### config.mk
export PLATFORM = sky130hd
export DESIGN_NAME = apb_reg_slave
export DESIGN_NICKNAME = d
export VERILOG_FILES = /design/src/rtl/apb_slave_pkg.sv /design/src/rtl/apb_slv_regbank.sv /design/src/rtl/apb_reg_slave.sv
export SDC_FILE = /design/constraint.sdc
export NUM_CORES = 1
export LEC_CHECK = 0
export BUFFER_PORTS_ARGS = -buffer_cell sky130_fd_sc_hd__buf_4
export CORE_MARGIN = 2
export CORE_UTILIZATION = 60
export DETAILED_ROUTE_END_ITERATION = 12
export MAX_ROUTING_LAYER = met4
export PLACE_DENSITY_LB_ADDON = 0.08
export SLEW_MARGIN = 30
export SYNTH_ARGS = -nofsm -noshare
export SYNTH_HDL_FRONTEND = slang
export SYNTH_SLANG_ARGS = --single-unit
### constraint.sdc
create_clock -name HCLK -period 6.25 [get_ports HCLK]
set_input_delay 1.25 -clock HCLK [delete_from_list [all_inputs] [get_ports HCLK]]
set_output_delay 1.25 -clock HCLK [all_outputs]
set_load 0.1 [all_outputs]
### src/rtl/apb_slave_pkg.sv
// rtl/apb_slave_pkg.sv - shared FSM states and sizing constants for the APB register slave
package apb_slave_pkg;

  // Transfer FSM: idle until a setup phase, then wait/complete in the access phase
  typedef enum logic {
    ST_IDLE = 1'b0,
    ST_WAIT = 1'b1
  } state_t;

  // Byte distance between consecutive word registers
  localparam int REG_STRIDE = 4;
  // Width of the access-phase wait counter (supports 0..15 wait states)
  localparam int CNT_W = 4;

endpackage

### src/rtl/apb_slv_regbank.sv
// rtl/apb_slv_regbank.sv - word register storage, address decode, error detect and byte-lane writes
module apb_slv_regbank
  import apb_slave_pkg::*;
#(
  parameter int          ADDRWIDTH = 16,
  parameter int          NUM_REGS  = 8,
  parameter logic [31:0] ID_VALUE  = 32'hA5B0_0001
) (
  input  logic                 clk_i,
  input  logic                 rst_ni,
  input  logic [ADDRWIDTH-1:0] addr_i,
  input  logic                 write_i,
  output logic [31:0]          rd_data_o,
  output logic                 err_o,
  input  logic                 we_i,
  input  logic [ADDRWIDTH-1:0] wr_addr_i,
  input  logic [31:0]          wr_data_i,
  input  logic [3:0]           wr_strb_i
);

  localparam int          ALIGN_BITS = $clog2(REG_STRIDE);
  localparam logic [31:0] ID_IDX     = 32'(NUM_REGS - 1);

  // The last index is the ID register, so only NUM_REGS-1 words need storage
  logic [31:0] regs_q [NUM_REGS-1];

  logic [31:0] rd_idx;
  logic [31:0] wr_idx;

  assign rd_idx = 32'(addr_i[ADDRWIDTH-1:ALIGN_BITS]);
  assign wr_idx = 32'(wr_addr_i[ADDRWIDTH-1:ALIGN_BITS]);

  // Decode the live address: read mux plus error classification for the setup phase
  always_comb begin
    rd_data_o = '0;
    for (int i = 0; i < NUM_REGS - 1; i++) begin
      if (rd_idx == 32'(i)) rd_data_o = regs_q[i];
    end
    if (rd_idx == ID_IDX) rd_data_o = ID_VALUE;
    err_o = (addr_i[ALIGN_BITS-1:0] != '0)
          || (rd_idx >= 32'(NUM_REGS))
          || (write_i && (rd_idx == ID_IDX));
    if (err_o) rd_data_o = '0;
  end

  // Commit a completed write into the enabled byte lanes of the addressed word
  always_ff @(posedge clk_i or negedge rst_ni) begin
    if (!rst_ni) begin
      for (int i = 0; i < NUM_REGS - 1; i++) regs_q[i] <= '0;
    end else if (we_i) begin
      for (int i = 0; i < NUM_REGS - 1; i++) begin
        if (wr_idx == 32'(i)) begin
          for (int b = 0; b < 4; b++) begin
            if (wr_strb_i[b]) regs_q[i][8*b +: 8] <= wr_data_i[8*b +: 8];
          end
        end
      end
    end
  end

endmodule

### src/rtl/apb_reg_slave.sv
// rtl/apb_reg_slave.sv - APB3 completer with wait states and PSLVERR; APB4_STRB_EN adds PSTRB byte strobes
module apb_reg_slave
  import apb_slave_pkg::*;
#(
  parameter int          ADDRWIDTH   = 16,
  parameter int          DATAWIDTH   = 32,
  parameter int          NUM_REGS    = 8,
  parameter int          WAIT_STATES = 1,
  parameter logic [31:0] ID_VALUE    = 32'hA5B0_0001
) (
  input  logic                 HCLK,
  input  logic                 HRESETn,
  input  logic                 PCLKEN,
  input  logic                 PSEL,
  input  logic                 PENABLE,
  input  logic                 PWRITE,
  input  logic [ADDRWIDTH-1:0] PADDR,
  input  logic [DATAWIDTH-1:0] PWDATA,
`ifdef APB4_STRB_EN
  input  logic [3:0]           PSTRB,
`endif
  output logic                 PREADY,
  output logic [DATAWIDTH-1:0] PRDATA,
  output logic                 PSLVERR
);

  state_t                 state_q, state_d;
  logic [CNT_W-1:0]       cnt_q, cnt_d;
  logic [ADDRWIDTH-1:0]   addr_q, addr_d;
  logic                   wr_q, wr_d;
  logic [DATAWIDTH-1:0]   wdata_q, wdata_d;
  logic [3:0]             strb_q, strb_d;
  logic                   err_q, err_d;
  logic [DATAWIDTH-1:0]   rdata_q, rdata_d;
  logic [31:0]            bank_rdata;
  logic                   bank_err;
  logic                   commit;
  logic [3:0]             strb_in;

`ifdef APB4_STRB_EN
  assign strb_in = PSTRB;
`else
  assign strb_in = 4'hF;
`endif

  apb_slv_regbank #(
    .ADDRWIDTH (ADDRWIDTH),
    .NUM_REGS  (NUM_REGS),
    .ID_VALUE  (ID_VALUE)
  ) u_regbank (
    .clk_i     (HCLK),
    .rst_ni    (HRESETn),
    .addr_i    (PADDR),
    .write_i   (PWRITE),
    .rd_data_o (bank_rdata),
    .err_o     (bank_err),
    .we_i      (commit),
    .wr_addr_i (addr_q),
    .wr_data_i (wdata_q),
    .wr_strb_i (strb_q)
  );

  // Next-state and APB response: capture on setup, count wait states, complete or abort
  always_comb begin
    state_d = state_q;
    cnt_d   = cnt_q;
    addr_d  = addr_q;
    wr_d    = wr_q;
    wdata_d = wdata_q;
    strb_d  = strb_q;
    err_d   = err_q;
    rdata_d = rdata_q;
    commit  = 1'b0;
    PREADY  = 1'b0;
    PRDATA  = '0;
    PSLVERR = 1'b0;
    case (state_q)
      ST_IDLE: begin
        if (PCLKEN && PSEL && !PENABLE) begin
          state_d = ST_WAIT;
          cnt_d   = CNT_W'(WAIT_STATES);
          addr_d  = PADDR;
          wr_d    = PWRITE;
          wdata_d = PWDATA;
          strb_d  = strb_in;
          err_d   = bank_err;
          rdata_d = PWRITE ? '0 : bank_rdata;
        end
      end
      ST_WAIT: begin
        if (!PSEL) begin
          // Requester dropped the transfer: leave without writing
          if (PCLKEN) state_d = ST_IDLE;
        end else if (cnt_q != '0) begin
          if (PCLKEN) cnt_d = cnt_q - 1'b1;
        end else begin
          PREADY  = 1'b1;
          PRDATA  = rdata_q;
          PSLVERR = err_q;
          if (PENABLE && PCLKEN) begin
            commit  = wr_q && !err_q;
            state_d = ST_IDLE;
          end
        end
      end
      default: state_d = ST_IDLE;
    endcase
  end

  // State, wait counter and setup-phase capture registers
  always_ff @(posedge HCLK or negedge HRESETn) begin
    if (!HRESETn) begin
      state_q <= ST_IDLE;
      cnt_q   <= '0;
      addr_q  <= '0;
      wr_q    <= 1'b0;
      wdata_q <= '0;
      strb_q  <= '0;
      err_q   <= 1'b0;
      rdata_q <= '0;
    end else begin
      state_q <= state_d;
      cnt_q   <= cnt_d;
      addr_q  <= addr_d;
      wr_q    <= wr_d;
      wdata_q <= wdata_d;
      strb_q  <= strb_d;
      err_q   <= err_d;
      rdata_q <= rdata_d;
    end
  end

endmodule
==> impl_metrics.yaml <==
timing:
  period_minus_slack_ns: 4.22
  fin_crit_sh_pct: 67.6
  slew_headroom_pct: 39.1
  finalSetupTns_ns: 0
  clock_skew_ns: 0.0114
  drv_slew: 0
  tightest_slew_ns: 0.906
  report.final.setup_viol: 0
  rsz0062_at_grt: "no"
  fmax_mhz: 237
  timing_hold_violations_final: 0
layout:
  instances_no_fill: 1602
  finish.net_count: 1318
  fillCellCount: 1770
  area_delta_synth_final_pct: 13.5
  diodes: 0
  drive_above_1_share_pct: 34.4
  final_area_um2: 16400
  finish.utilization_pct: 69.7
critical_path:
  worstPathRequired_ns: 5.00
  worst-path-stages: 7
  r2r-end: "u_regbank.regs_q[87]"
  start_kind: "flip-flop"
  endpoint_kind: "output port"
  rr_startpoint: "cnt_q[0]"
  crit_top_cell: "buf_4"
  cp.arrival_ns: 2.97
  rr_worst_depth: 7
  cp-endpoint: "PRDATA[22]"
  worstSetupStartpoint: "cnt_q[0]"
  path_buf_inv: 3
  critPathMaxFanout: 19
  reg2reg_slack_ns: 3.12
  cp_top_family: "simple AND/OR/NAND/NOR gates"
  crit_slowest_cell: "and3_1"
  slowest_delay_ns: 0.70
  crit_type: "flip-flop to output port"
  crit_path_cell_trace: "inv_1, ha_1, nor3b_2, and3_1, buf_4, and2_1, buf_4"
global_routing:
  gr-total-overflow: 0
  track_usage_pct: 28.0
  antenna_found_initial: 1
  grt_pass1_vias: 10000
  grt_start_max_net_pins: 121
  grt_pass1_wl_mm: 54.9
hold_path:
  min_path_type: "flip-flop to flip-flop"
cts:
  cts_sinks: 310
  root_buffer: "clkbuf_16"
  htree_levels: 2
  ctsHoldBuffers: 0
  cts-resized-gates: 0
  cts.clk_slew.worst_paths_ns: 0.06
  clock_latency_ns: 0.50
  postCtsSetupRepairBufs: 0
  cts_tree: "yes"
  cts_buffer_depth: 3
  cts_buffers: 34
place:
  io_buffers: 87
  dpl.hpwl_mm: 18.3
  place.gp.congestion: 0.735
  place_inst: 1545
  placed_area_um2: 15400
synth:
  postSynthAreaPerCell_um2: 12.1
  synth_ff_type: "dfrtp_1"
  synth_warnings: 0
  synthCells: 1199
  synth_nets: 1254
  synth_edf_count: 0
  syn_area_um2: 14500
  synth.top_cell.area_share_pct: 53.6
  synth_top_area_cell: "dfrtp_1"
  netlist_top_cells_area: "dfrtp_1 54%, mux2_2 18%, nand2_1 5.1%"
  ys_seq_elements: 310
  ys_seq_area_share_pct: 53.6
  synth-async-reset-ratio_pct: 100
  yosysUniqueCellTypes: 62
run:
  maxCapViolCount: 0
drt:
  drc: 0
  wl_per_cell_um: 20.8
  drt_wl_total_mm: 33.4
  routed_via_density: 5.96
  first_pass_iters: 5
  ant_nets: 0
  drt_first_iter_violations: 615
  num_vias: 9542
power:
  p_per_area_nw_per_um2: 271
  pwr-share-seq_pct: 51.1
  clkPwrFrac_pct: 40.9
  switchingPower_uw: 1150
  p_int_uw: 3290
  combPwrFrac_pct: 8.0
  peakVddDrop_mv: 0.226
  p_sw_share_pct: 26.0
  cellLeakagePower_uw: 0.00812
floorplan:
  die_h_um: 159
  fp-row-count: 56
  die-area_um2: 25400
  coreArea_um2: 23500
  die_x_um: 159
  io-pin-count: 88
  start_util_pct: 61.4
run_status:
  outcome: "finished, final reports clean"
metal layers:
metal	up-vias	global-route usage [%]	wire length [µm]
met5	-	-	0
li1	4381	-	-
met1	4888	38.8	15300
met3	47	3.57	1500
met4	0	6.03	522
met2	226	45.0	16100
power groups by stage:
stage / sequential (µW) / combinational (µW) / clock, µW
2_1_floorplan: 2240 / 228 / 0
6_report: 2270 / 358 / 1820
3_5_place_dp: 2300 / 360 / 0
4_1_cts: 2270 / 361 / 1860
3_3_place_gp: 2300 / 350 / 0
5_1_grt: 2300 / 406 / 1940
metrics by stage:
step                      hold WS [ns]  power, µW  worst slack (ns)
after detailed placement         0.457       2660              2.15
after floorplan                  0.435       2470              1.59
final                            0.470       4450              2.03
after global routing             0.496       4640              1.88
after CTS                        0.475       4490              2.01
after global placement           0.453       2650              2.20
state kept, by name, indices dropped and copies added, names as in the netlist:
register / flops
rdata_q: 32
u_regbank.regs_q: 224
wr_q: 1
err_q: 1
wdata_q: 32
addr_q: 14
cnt_q: 4
state_q: 1
strb_q: 1
placed cells by master, fill, tap and decap left out, drive strengths merged, types with 3 or more instances in the layout:
cell type,count
buf,109
mux2i,26
nand3,13
mux2,246
nand2b,5
o22a,21
nand4,5
nor2,44
a2bb2oi,7
nor3,7
inv,5
o211ai,5
o31a,3
nand2,197
a211oi,20
or2,15
o211a,20
or3,5
dfrtp,310
and2,34
o21ai,21
a22oi,3
nor3b,8
nor2b,25
o311ai,3
nand3b,4
clkbuf,48
mux4,7
clkinv,6
or4,4
a21oi,3
a32oi,7
o41ai,20
nor4,9
cell usage after synthesis (3+ instances only):
cell and number:
o211ai_1 5, o41ai_1 13, dfrtp_1 310, o311ai_0 3, mux2_2 234, nand3_1 11
buf_4 4, nor2b_1 25, nand4_1 5, nand2b_1 5, nor3b_1 7, mux2_1 12
nor4_1 3, o41ai_2 7, o21ai_1 4, o211a_1 20, clkbuf_1 48, a21oi_1 3
a211oi_1 20, nand2_1 197, a2bb2oi_1 7, o31a_2 3, mux4_2 7, buf_2 23
and2_1 34, nor3_1 6, nand3b_1 4, mux2i_1 26, inv_1 3, or3_1 4
a22oi_1 3, buf_1 5, a32oi_1 7, nor2_1 43, nor4_4 6, o21ai_0 17
o22a_1 21, or2_2 15
layout make-up:
cell class | count | area, µm² | area share [%]
Clock buffer | 48 | 945 | 5.76
Clock inverter | 8 | 47.5 | 0.290
Inverter | 3 | 11.3 | 0.0686
Multi-Input combinational cell | 805 | 6400 | 39.0
Sequential cell | 310 | 7760 | 47.3
Tap cell | 319 | 399 | 2.43
Timing Repair Buffer | 109 | 850 | 5.18
worst min-delay path by stage:
stage	start	endpoint	slack (ns)	cells past startpoint
after floorplan	rdata_q[14]	rdata_q[14]	0.43	2
after global placement	rdata_q[5]	rdata_q[5]	0.45	2
after detailed placement	rdata_q[10]	rdata_q[10]	0.46	2
after CTS	rdata_q[5]	rdata_q[5]	0.47	2
after global routing	rdata_q[10]	rdata_q[10]	0.50	2
final	rdata_q[5]	rdata_q[5]	0.47	2
worst min-delay path, cell delays in order, from the launching register on:
cell	delay, ns
dfrtp_1	0.33
nand2_1	0.05
o41ai_1	0.05
logic make-up (layout without fill, tap and decap cells):
| kind of cell | Yosys count | in the layout | synth area share [%] |
|---|---|---|---|
| muxes | 279 | 279 | 22.0 |
| DFF | 310 | 310 | 53.6 |
| and+or+nand+nor | 383 | 383 | 13.5 |
| xor gates and xnor gates | 1 | 1 | 0.0606 |
| buffers and inverters | 84 | 168 | 2.49 |
| adders and majority gates | 1 | 1 | 0.0865 |
| AOI/OAI and AO/OA | 141 | 141 | 8.19 |
(Power assumes the default switching activity.)
